File: config.mk
export PLATFORM = sky130hd
export DESIGN_NAME = branch_predictor
export DESIGN_NICKNAME = d
export VERILOG_FILES = /design/src/rtl/branch_predictor_pkg.sv /design/src/rtl/branch_predictor_table.sv /design/src/rtl/branch_predictor.sv
export SDC_FILE = /design/constraint.sdc
export NUM_CORES = 2
export LEC_CHECK = 0
export CORE_MARGIN = 3
export CORE_UTILIZATION = 45
export DETAILED_ROUTE_END_ITERATION = 6
export GPL_TIMING_DRIVEN = 0
export PLACE_DENSITY_LB_ADDON = 0.1
export SETUP_SLACK_MARGIN = 0.15
export SLEW_MARGIN = 20
export SYNTH_ARGS = -nofsm -noshare
export SYNTH_HDL_FRONTEND = slang
export SYNTH_SLANG_ARGS = --single-unit
File: constraint.sdc
create_clock -name clk -period 7.9 [get_ports clk]
set_input_delay 2.37 -clock clk [delete_from_list [all_inputs] [get_ports clk]]
set_output_delay 2.37 -clock clk [all_outputs]
set_load 0.02 [all_outputs]
File: src/rtl/branch_predictor_pkg.sv
// bp_pkg: shared types and helpers for the branch predictor.
//   bp_state_e   : controller states (INIT sweep, RUN)
//   bp_idx_w     : index width for a table depth
//   ctr_sat_inc  : saturating increment of a CTR_BITS-wide counter (bits 2..4)
//   ctr_sat_dec  : saturating decrement, floor 0
package bp_pkg;

  typedef enum logic {INIT = 1'b0, RUN = 1'b1} bp_state_e;

  function automatic int unsigned bp_idx_w(input int unsigned entries);
    return $clog2(entries);
  endfunction

  // Counters are carried in a 4-bit container; bits selects the live width.
  function automatic logic [3:0] ctr_sat_inc(input logic [3:0] c, input int unsigned bits);
    logic [3:0] mx;
    mx = 4'((1 << bits) - 1);
    return (c >= mx) ? mx : c + 4'd1;
  endfunction

  function automatic logic [3:0] ctr_sat_dec(input logic [3:0] c, input int unsigned bits);
    logic [3:0] unused_bits;
    unused_bits = 4'(bits);
    return (c == 4'd0) ? 4'd0 : c - 4'd1;
  endfunction

endpackage

File: src/rtl/branch_predictor_table.sv
// bp_table: BTB storage (valid, tag, target[XLEN-1:2], counter per entry).
//   i_rd0_* : lookup read port (combinational)
//   i_rd1_* : update read port (combinational, feeds the update policy)
//   i_wr_*  : write port, sets valid and overwrites tag/target/counter
//   i_clr_* : clear port used by the init sweep, drops valid only
// Only valid is ever cleared; tag/target/counter are don't-care while invalid.
module bp_table import bp_pkg::*; #(
  parameter int XLEN     = 32,
  parameter int ENTRIES  = 64,
  parameter int TAG_BITS = 8,
  parameter int CTR_BITS = 2,
  parameter int IDX      = bp_idx_w(ENTRIES)
) (
  input  logic                clk,
  input  logic [IDX-1:0]      i_rd0_idx,
  output logic                o_rd0_valid,
  output logic [TAG_BITS-1:0] o_rd0_tag,
  output logic [XLEN-3:0]     o_rd0_tgt,
  output logic [CTR_BITS-1:0] o_rd0_ctr,
  input  logic [IDX-1:0]      i_rd1_idx,
  output logic                o_rd1_valid,
  output logic [TAG_BITS-1:0] o_rd1_tag,
  output logic [XLEN-3:0]     o_rd1_tgt,
  output logic [CTR_BITS-1:0] o_rd1_ctr,
  input  logic                i_wr_en,
  input  logic [IDX-1:0]      i_wr_idx,
  input  logic [TAG_BITS-1:0] i_wr_tag,
  input  logic [XLEN-3:0]     i_wr_tgt,
  input  logic [CTR_BITS-1:0] i_wr_ctr,
  input  logic                i_clr_en,
  input  logic [IDX-1:0]      i_clr_idx
);

  logic [ENTRIES-1:0]  r_valid;
  logic [TAG_BITS-1:0] r_tag [ENTRIES];
  logic [XLEN-3:0]     r_tgt [ENTRIES];
  logic [CTR_BITS-1:0] r_ctr [ENTRIES];

  // Clear and write never overlap (sweep only in INIT, writes only in RUN);
  // clear wins anyway so the sweep is authoritative.
  always_ff @(posedge clk) begin
    if (i_clr_en)     r_valid[i_clr_idx] <= 1'b0;
    else if (i_wr_en) r_valid[i_wr_idx]  <= 1'b1;
  end

  always_ff @(posedge clk) begin
    if (i_wr_en) begin
      r_tag[i_wr_idx] <= i_wr_tag;
      r_tgt[i_wr_idx] <= i_wr_tgt;
      r_ctr[i_wr_idx] <= i_wr_ctr;
    end
  end

  assign o_rd0_valid = r_valid[i_rd0_idx];
  assign o_rd0_tag   = r_tag[i_rd0_idx];
  assign o_rd0_tgt   = r_tgt[i_rd0_idx];
  assign o_rd0_ctr   = r_ctr[i_rd0_idx];
  assign o_rd1_valid = r_valid[i_rd1_idx];
  assign o_rd1_tag   = r_tag[i_rd1_idx];
  assign o_rd1_tgt   = r_tgt[i_rd1_idx];
  assign o_rd1_ctr   = r_ctr[i_rd1_idx];

endmodule

File: src/rtl/branch_predictor.sv
// branch_predictor: dynamic BTB + saturating-counter predictor for IF.
//   clk, rst_n (sync, active-HIGH despite the name), enable
//   if_pc -> pred_hit / pred_taken / pred_target  (combinational lookup)
//   upd_valid/upd_pc/upd_taken/upd_target/upd_mispredict : EX resolution
//   ready : init sweep finished
// Optional macro BP_STATS_EN adds stat_lookups/stat_updates/stat_mispredicts.
module branch_predictor import bp_pkg::*; #(
  parameter int XLEN     = 32,
  parameter int ENTRIES  = 64,
  parameter int TAG_BITS = 8,
  parameter int CTR_BITS = 2
) (
  input  logic            clk,
  input  logic            rst_n,
  input  logic            enable,
  input  logic [XLEN-1:0] if_pc,
  output logic            pred_hit,
  output logic            pred_taken,
  output logic [XLEN-1:0] pred_target,
  input  logic            upd_valid,
  input  logic [XLEN-1:0] upd_pc,
  input  logic            upd_taken,
  input  logic [XLEN-1:0] upd_target,
  input  logic            upd_mispredict,
`ifdef BP_STATS_EN
  output logic [31:0]     stat_lookups,
  output logic [31:0]     stat_updates,
  output logic [31:0]     stat_mispredicts,
`endif
  output logic            ready
);

  localparam int IDX = bp_idx_w(ENTRIES);
  localparam logic [CTR_BITS-1:0] CTR_WEAK_T = CTR_BITS'(1 << (CTR_BITS - 1));

  bp_state_e           r_state, w_state_nxt;
  logic [IDX-1:0]      r_sweep_idx, w_sweep_nxt;
  logic                w_clr_en, w_run;

  logic [IDX-1:0]      w_lk_idx, w_up_idx;
  logic [TAG_BITS-1:0] w_lk_tag, w_up_tag, w_lk_tag_q, w_up_tag_q;
  logic                w_lk_valid, w_up_valid;
  logic [XLEN-3:0]     w_lk_tgt, w_up_tgt, w_wr_tgt;
  logic [CTR_BITS-1:0] w_lk_ctr, w_up_ctr, w_wr_ctr;
  logic                w_wr_en, w_upd_acc, w_up_hit;

  // ---- controller ----
  always_ff @(posedge clk) begin
    if (rst_n) begin
      r_state     <= INIT;
      r_sweep_idx <= '0;
    end else begin
      r_state     <= w_state_nxt;
      r_sweep_idx <= w_sweep_nxt;
    end
  end

  always_comb begin
    w_state_nxt = r_state;
    w_sweep_nxt = r_sweep_idx;
    w_clr_en    = 1'b0;
    case (r_state)
      INIT: if (enable) begin
        w_clr_en = 1'b1;
        if (r_sweep_idx == IDX'(ENTRIES - 1)) begin
          w_state_nxt = RUN;
          w_sweep_nxt = '0;
        end else begin
          w_sweep_nxt = r_sweep_idx + IDX'(1);
        end
      end
      RUN: ;
    endcase
  end

  assign w_run = (r_state == RUN);
  assign ready = w_run;

  // ---- lookup (zero latency, no bypass from a same-cycle update) ----
  assign w_lk_idx    = if_pc[IDX+1:2];
  assign w_lk_tag    = if_pc[IDX+TAG_BITS+1:IDX+2];
  assign pred_hit    = w_run & w_lk_valid & (w_lk_tag_q == w_lk_tag);
  assign pred_taken  = enable & pred_hit & w_lk_ctr[CTR_BITS-1];
  assign pred_target = pred_taken ? {w_lk_tgt, 2'b00} : if_pc + XLEN'(4);

  // ---- update policy ----
  assign w_up_idx  = upd_pc[IDX+1:2];
  assign w_up_tag  = upd_pc[IDX+TAG_BITS+1:IDX+2];
  assign w_upd_acc = w_run & enable & upd_valid;
  assign w_up_hit  = w_up_valid & (w_up_tag_q == w_up_tag);

  always_comb begin
    w_wr_en  = 1'b0;
    w_wr_tgt = upd_target[XLEN-1:2];
    w_wr_ctr = CTR_WEAK_T;
    if (w_upd_acc) begin
      if (w_up_hit) begin
        w_wr_en = 1'b1;
        if (upd_taken) begin
          w_wr_ctr = CTR_BITS'(ctr_sat_inc(4'(w_up_ctr), CTR_BITS));
        end else begin
          // Not-taken keeps the entry (even at 0) and its last target.
          w_wr_ctr = CTR_BITS'(ctr_sat_dec(4'(w_up_ctr), CTR_BITS));
          w_wr_tgt = w_up_tgt;
        end
      end else if (upd_taken) begin
        w_wr_en = 1'b1;   // allocate / replace the aliased entry
      end
    end
  end

  bp_table #(
    .XLEN(XLEN), .ENTRIES(ENTRIES), .TAG_BITS(TAG_BITS), .CTR_BITS(CTR_BITS), .IDX(IDX)
  ) u_table (
    .clk        (clk),
    .i_rd0_idx  (w_lk_idx),
    .o_rd0_valid(w_lk_valid),
    .o_rd0_tag  (w_lk_tag_q),
    .o_rd0_tgt  (w_lk_tgt),
    .o_rd0_ctr  (w_lk_ctr),
    .i_rd1_idx  (w_up_idx),
    .o_rd1_valid(w_up_valid),
    .o_rd1_tag  (w_up_tag_q),
    .o_rd1_tgt  (w_up_tgt),
    .o_rd1_ctr  (w_up_ctr),
    .i_wr_en    (w_wr_en),
    .i_wr_idx   (w_up_idx),
    .i_wr_tag   (w_up_tag),
    .i_wr_tgt   (w_wr_tgt),
    .i_wr_ctr   (w_wr_ctr),
    .i_clr_en   (w_clr_en),
    .i_clr_idx  (r_sweep_idx)
  );

`ifdef BP_STATS_EN
  logic [31:0] r_stat_lk, r_stat_up, r_stat_mp;
  logic        w_unused;
  assign w_unused = ^{upd_pc, upd_target[1:0]};

  always_ff @(posedge clk) begin
    if (rst_n) begin
      r_stat_lk <= '0;
      r_stat_up <= '0;
      r_stat_mp <= '0;
    end else begin
      if (w_run && enable && r_stat_lk != '1) r_stat_lk <= r_stat_lk + 32'd1;
      if (w_upd_acc && r_stat_up != '1)       r_stat_up <= r_stat_up + 32'd1;
      if (w_upd_acc && upd_mispredict && r_stat_mp != '1) r_stat_mp <= r_stat_mp + 32'd1;
    end
  end

  assign stat_lookups     = r_stat_lk;
  assign stat_updates     = r_stat_up;
  assign stat_mispredicts = r_stat_mp;
`else
  logic w_unused;
  assign w_unused = ^{upd_pc, upd_target[1:0], upd_mispredict};
`endif

endmodule

Word-level counts from Yosys, hierarchy flattened
Memories as Yosys holds them, arrays and structs flattened. Index checks and enable logic that the tools add are counted.

Memory bits (read-only): 0. Latch bits: 0. Word-level logic and storage cells: 67. Memories kept: 3. Register bits: 71. Bits in writable memories: 2560. Output and inout port bits: 35. Input bits: 102.

Shift operators: 0. Equal/unequal tests: 4. Magnitude comparators: 6. Reduce and logical (&&, ||, !) cells: 6. $mul: 0. $add $sub $neg: 4. Bitwise operators: 11. Mux-type cells: 30. Div/mod/pow operators: 0.

Memories: u_table.r_tgt (words 64, bits a word 30, rd ports 1, clocked after Yosys merged registers in 0, write ports 1, line branch_predictor_table.sv:36) `logic [XLEN-3:0] r_tgt [ENTRIES];`; u_table.r_tag (words 64, bits a word 8, rd ports 2, clocked after Yosys merged registers in 0, write ports 1, line branch_predictor_table.sv:35) `logic [TAG_BITS-1:0] r_tag [ENTRIES];`; u_table.r_ctr (words 64, bits a word 2, rd ports 2, clocked after Yosys merged registers in 0, write ports 1, line branch_predictor_table.sv:37) `logic [CTR_BITS-1:0] r_ctr [ENTRIES];`.

Operator list (number): 64-bit two-way mux (2); 30-bit two-way mux (3); 64-bit bitwise AND (1); 64-bit NOT (1); 64-bit OR (1); 32-bit by 3-bit adder with 32-bit output, second input constant (1); 32-bit two-way mux (1); 6-bit by 7-bit less-than comparator with 1-bit output, second input constant (3); 8-bit == test (2); 1-bit two-way mux (14); 1-bit binary-select mux with 6-bit select (2); 1-bit demux with 6-bit select (2); 6-bit by 1-bit greater-or-equal comparator with 1-bit output, second input constant (2); 2-bit two-way mux (5); 1-bit bitwise AND (7); 6-bit by 1-bit adder with 6-bit output, second input constant (1); 6-bit == test, second input constant (1); 6-bit two-way mux (1); 2-bit AND reduction (2); 3-bit != test, second input constant (1); 2-bit by 1-bit adder with 2-bit output, second input constant (1); 2-bit greater-or-equal comparator, second input constant (1); 1-bit logical AND (2); 2-bit zero test (1); other kinds (3) (3).

Longest topological paths before layout
Word-level depth: 8. Gate-level depth with buffers: 16. Depth with buffers taken out: 9.

Modules after synthesis
A second synthesis with hierarchy kept.

Cell total of the unflattened synthesis: 6132. Area total of the unflattened synthesis: 122493.7 µm².

By module, submodules not included: bp_table (cells each 5881, times used 1, area each 120687.0 µm²); branch_predictor (cells each 251, times used 1, area each 1806.7 µm²).

Least setup slack after synthesis
Ideal clock, no wire load.

Kind: input to output. Start point: input port if_pc[2]. End point: output port pred_target[31]. Buffers on the path: 5. Data arrival time: 5376 ps. Slack: 154 ps. Cell stages on the path: 9. Data required time: 5530 ps. Path through: buf_4 > buf_6 > buf_6 > buf_2 > buf_1 > mux4_2 > mux4_2 > mux4_2 > mux2_2.

Cells in the longest elaborated chain, start to end: 7. Elaborated cells between the ends (all ways): 12.

RTL lines: start, declared (line branch_predictor.sv:16) `input logic [XLEN-1:0] if_pc,`; branches (longest 6 deep; another with memory 64 x 8 bit); 32-bit two-way mux * (line branch_predictor.sv:84) `assign pred_target = pred_taken ? {w_lk_tgt, 2'b00} : if_pc + XLEN'(4);`; end, declared (line branch_predictor.sv:19) `output logic [XLEN-1:0] pred_target,`.

Mark *: on every way between the ends. The select of a mux whose other input is x is not followed.

Final worst setup path
Start point: input port if_pc[7]. End point: output port pred_target[13].

The elaborated chain is that of the path after synthesis.

==> impl_metrics.yaml <==
sta:
  share_of_the_clock_period_used_by_the_worst_path_after_layout: 1.09
  fin_hold_viols: 0
  max_freq_mhz: 116
  fin_worst_skew_ns: 0.0663
  layout_min_cycle_time_ns: 8.59
  fin_ws_ns: -0.686
  maxSlewViolCount: 0
  setup_tns_ns: -27.97
  setup_repair_after_global_routing_missed_its_margin: "yes"
  maxSlewHeadroom: 0.150
  worst_pin_slew_ns: 1.28
  final-setup-viol-count: 123
clock_tree:
  cts-htree-levels: 5
  clockRootBuffer: "clkbuf_16"
  tritoncts_num_sinks: 2631
  clock_latency_ns: 0.95
  tritoncts: "done"
  clk_path_buf_depth: 4
  clock_input_transition_at_the_sequential_cells_of_the_worst_setup_and_hold_paths_ns: 0.05
  cts-buffers-inserted: 303
synth:
  yosys.area.top_type_share: 0.727
  yosys-top-cells-area: "edfxtp_1 (73%), mux4_2 (17%), mux2i_1 (1.2%)"
  synth_fp_nets: 5200
  async_flop_share: 0
  synth_area_sq_um: 108000
  synth.distinct_cells: 77
  synth.yosys.seq_area_share: 0.728
  syn-mean-instance-area_sq_um: 21.3
  postSynthRegisterBits: 2631
  ys.flop_type: "edfxtp_1"
  synth-edff-count: 2624
  yosysWarnings: 0
  syn_inst: 5096
  synth.largest_area_cell: "edfxtp_1"
die:
  initial_core_util: 0.454
  floorplan.die_area_sq_um: 247000
  i_o_pin_cnt: 137
  die_x_um: 497
  rows: 179
  die_height_um: 497
  placeable_core_region_sq_um: 239000
placed_design:
  place.detailed.instances: 8529
  dp_slack_ns: -4.11
  dp_hpwl_mm: 267
  io_buffer_count: 109
  place.gp.congestion: 1.03
setup_path:
  critical_path.cell_chain: "dlygate4sd2_1, inv_1, clkbuf_2, a221oi_2, a32oi_4, xnor2_2, a2111oi_4, nand3_2, buf_12, clkbuf_16, mux2_4, buf_6"
  critPathMaxStageDelay_ns: 0.60
  timing.critical_path.depth: 12
  worst_ep_arrival_ns: 6.22
  reg2reg_depth: 12
  setup.worst_path.end_class: "primary output"
  start_kind: "input pin"
  worst-endpoint-required_ns: 5.53
  critPathKind: "in -> out"
  timing.critical_path.fanout_max: 10
  timing.critical_path.slowest_stage_cell: "dlygate4sd2_1"
  worst_path_dominant_cell_family: "buffers and inverters"
  critPathBufInv: 6
  reg2reg_slack_ns: 2.77
grt:
  antenna_found_initial: 38
  grt_first_pass_wirelength_mm: 528
  grt_max_degree: 68
  grt_util_all_layers: 0.317
  gr_overflow_total: 0
  grt_pass1_vias: 59656
power_and_ir_drop:
  power.ir.vdd_worst_mv: 0.231
  pwr-share-clk: 0.428
  internal-power_uw: 24000
  p_sw_uw: 7010
  comb_power_share: 0.075
  power_leakage_uw: 0.0415
  seqPwrFrac: 0.497
  finalPower_uw: 31000
  netSwitchingFraction: 0.226
  total_power_density_per_cell_area_nw_per_um2: 239
detailed_routing:
  detail_route.vias_per_cell: 6.72
  drc_errors: 2
  detail_route.iter0.violations: 9730
  route.antenna.remaining_nets: 0
  detailedRoute.firstPassIterationCount: 7
  wire_length_reported_by_the_detailed_router_mm: 395
  routed_wire_length_per_instance_um: 43.2
  detailroute.via_count: 61435
finish:
  storage_cell_area_sq_um: 78900
  filler_instances: 18400
  syn_to_final_growth_pct: 19.6
  layout.cells.most_common: "edfxtp_1"
  highest_count_cells_in_the_layout_ignoring_fill_and_taps: "edfxtp_1 (2624), mux4_2 (825), clkbuf_16 (320)"
  final-instance-count-excl-fill: 9145
  area_occupied_by_multi_input_gates_sq_um: 29300
  num-nets-final: 5843
  share_of_post_route_cells_with_drive_strength_above_1: 0.357
  utilization: 0.543
status:
  result_of_the_run: "finished, violations left"
  violated_checks: "design-rule violations, negative setup slack"
min_path:
  min-delay-path-class: "reg -> reg"
  timing.hold.worst_path_depth: 2
job:
  drv.max_cap_violation_count: 0
## Yosys cell counts, drive strengths merged (18+ instances only)
master,instances
nand2,116
a22o,26
a221oi,57
nor2,119
a21oi,115
clkbuf,120
nand3,35
a22oi,95
o21ai,99
nor3,84
mux2i,129
nand4,18
buf,217
xnor2,33
mux4,825
edfxtp,2624
mux2,87
o22ai,29
a31oi,18
nor2b,18
## power groups by stage
stage | sequential [uW] | clock, uW | combinational (uW)
after global routing | 15400 | 13900 | 2360
final | 15400 | 13300 | 2330
after CTS | 15400 | 13400 | 2280
after floorplan | 15700 | 0 | 989
after global placement | 15700 | 0 | 2030
after detailed placement | 15700 | 0 | 2090
## per-stage QoR
stage | hold slack (ns) | cell area [sq um]
after global placement | 0.523 | 113000
after detailed placement | 0.526 | 117000
after CTS | 0.535 | 129000
final | 0.532 | 130000
after floorplan | 0.480 | 108000
after global routing | 0.583 | 130000
## worst reg2reg max path, cell delays in order, from the launching register on
cell and delay, ns:
edfxtp_1 0.39, mux2_1 0.32, a22oi_1 0.15, o221ai_1 0.29, a211o_1 0.43, nor4_2 0.84
mux2i_1 0.35, a2111oi_2 0.36, a21oi_1 0.18, clkbuf_1 0.43, nor3_2 0.53, buf_4 0.32
buf_4 0.23
## cells by family after synthesis
family / after synthesis / synth area share
muxes: 1041 / 0.193
DFF: 2631 / 0.728
and+or+nand+nor: 490 / 0.0246
adders and majority gates: 2 / 0.000231
xor gates and xnor gates: 47 / 0.00380
AOI/OAI and AO/OA: 537 / 0.0342
buffers and inverters: 348 / 0.0157
## flip-flops by register name, summed over array words and instances, names as in the netlist
| name | flops |
|---|---|
| u_table.r_tag | 512 |
| u_table.r_valid | 64 |
| u_table.r_ctr | 128 |
| ready | 1 |
| u_table.r_tgt | 1920 |
| r_sweep_idx | 6 |
## metal layers
| layer | vias up | part of all wire | global-route usage |
|---|---|---|---|
| li1 | 23290 | - | - |
| met1 | 32958 | 0.37 | 0.409 |
| met2 | 4099 | 0.46 | 0.489 |
| met3 | 1070 | 0.10 | 0.0832 |
| met4 | 18 | 0.068 | 0.181 |
| met5 | - | 0.00029 | 0.00424 |
## final cells by class
| cell class | instances | share of cell area |
|---|---|---|
| flip-flops and latches | 2631 | 0.609 |
| multi-input cells | 2117 | 0.226 |
| clock buffers | 388 | 0.0626 |
| repair buffers | 339 | 0.0378 |
| well taps | 3167 | 0.0306 |
| plain buffers | 336 | 0.0256 |
| clock inverters | 126 | 0.00778 |
| diodes | 30 | 0.000579 |
| inverters | 11 | 0.000415 |
## path summary, 6_finish.rpt
kind / startpoint / endpoint
worst min register to register: r_sweep_idx[1] / r_sweep_idx[1]
worst min-delay path: r_sweep_idx[1] / r_sweep_idx[1]
worst max-delay path: if_pc[7] / pred_target[13]
worst max register to register: u_table.r_tag[1][6] / u_table.r_tag[2][2]
## what timing repair did
action | CTS | global route
endpoints found under the setup margin | 185 | 419
gates resized for setup | 853 | 30
hold buffers | 0 | 0
cloned | 7 | 1
pin swaps | 24 | 11
setup buffers | 51 | 14
Note: power is estimated with default switching activity, not from simulation.
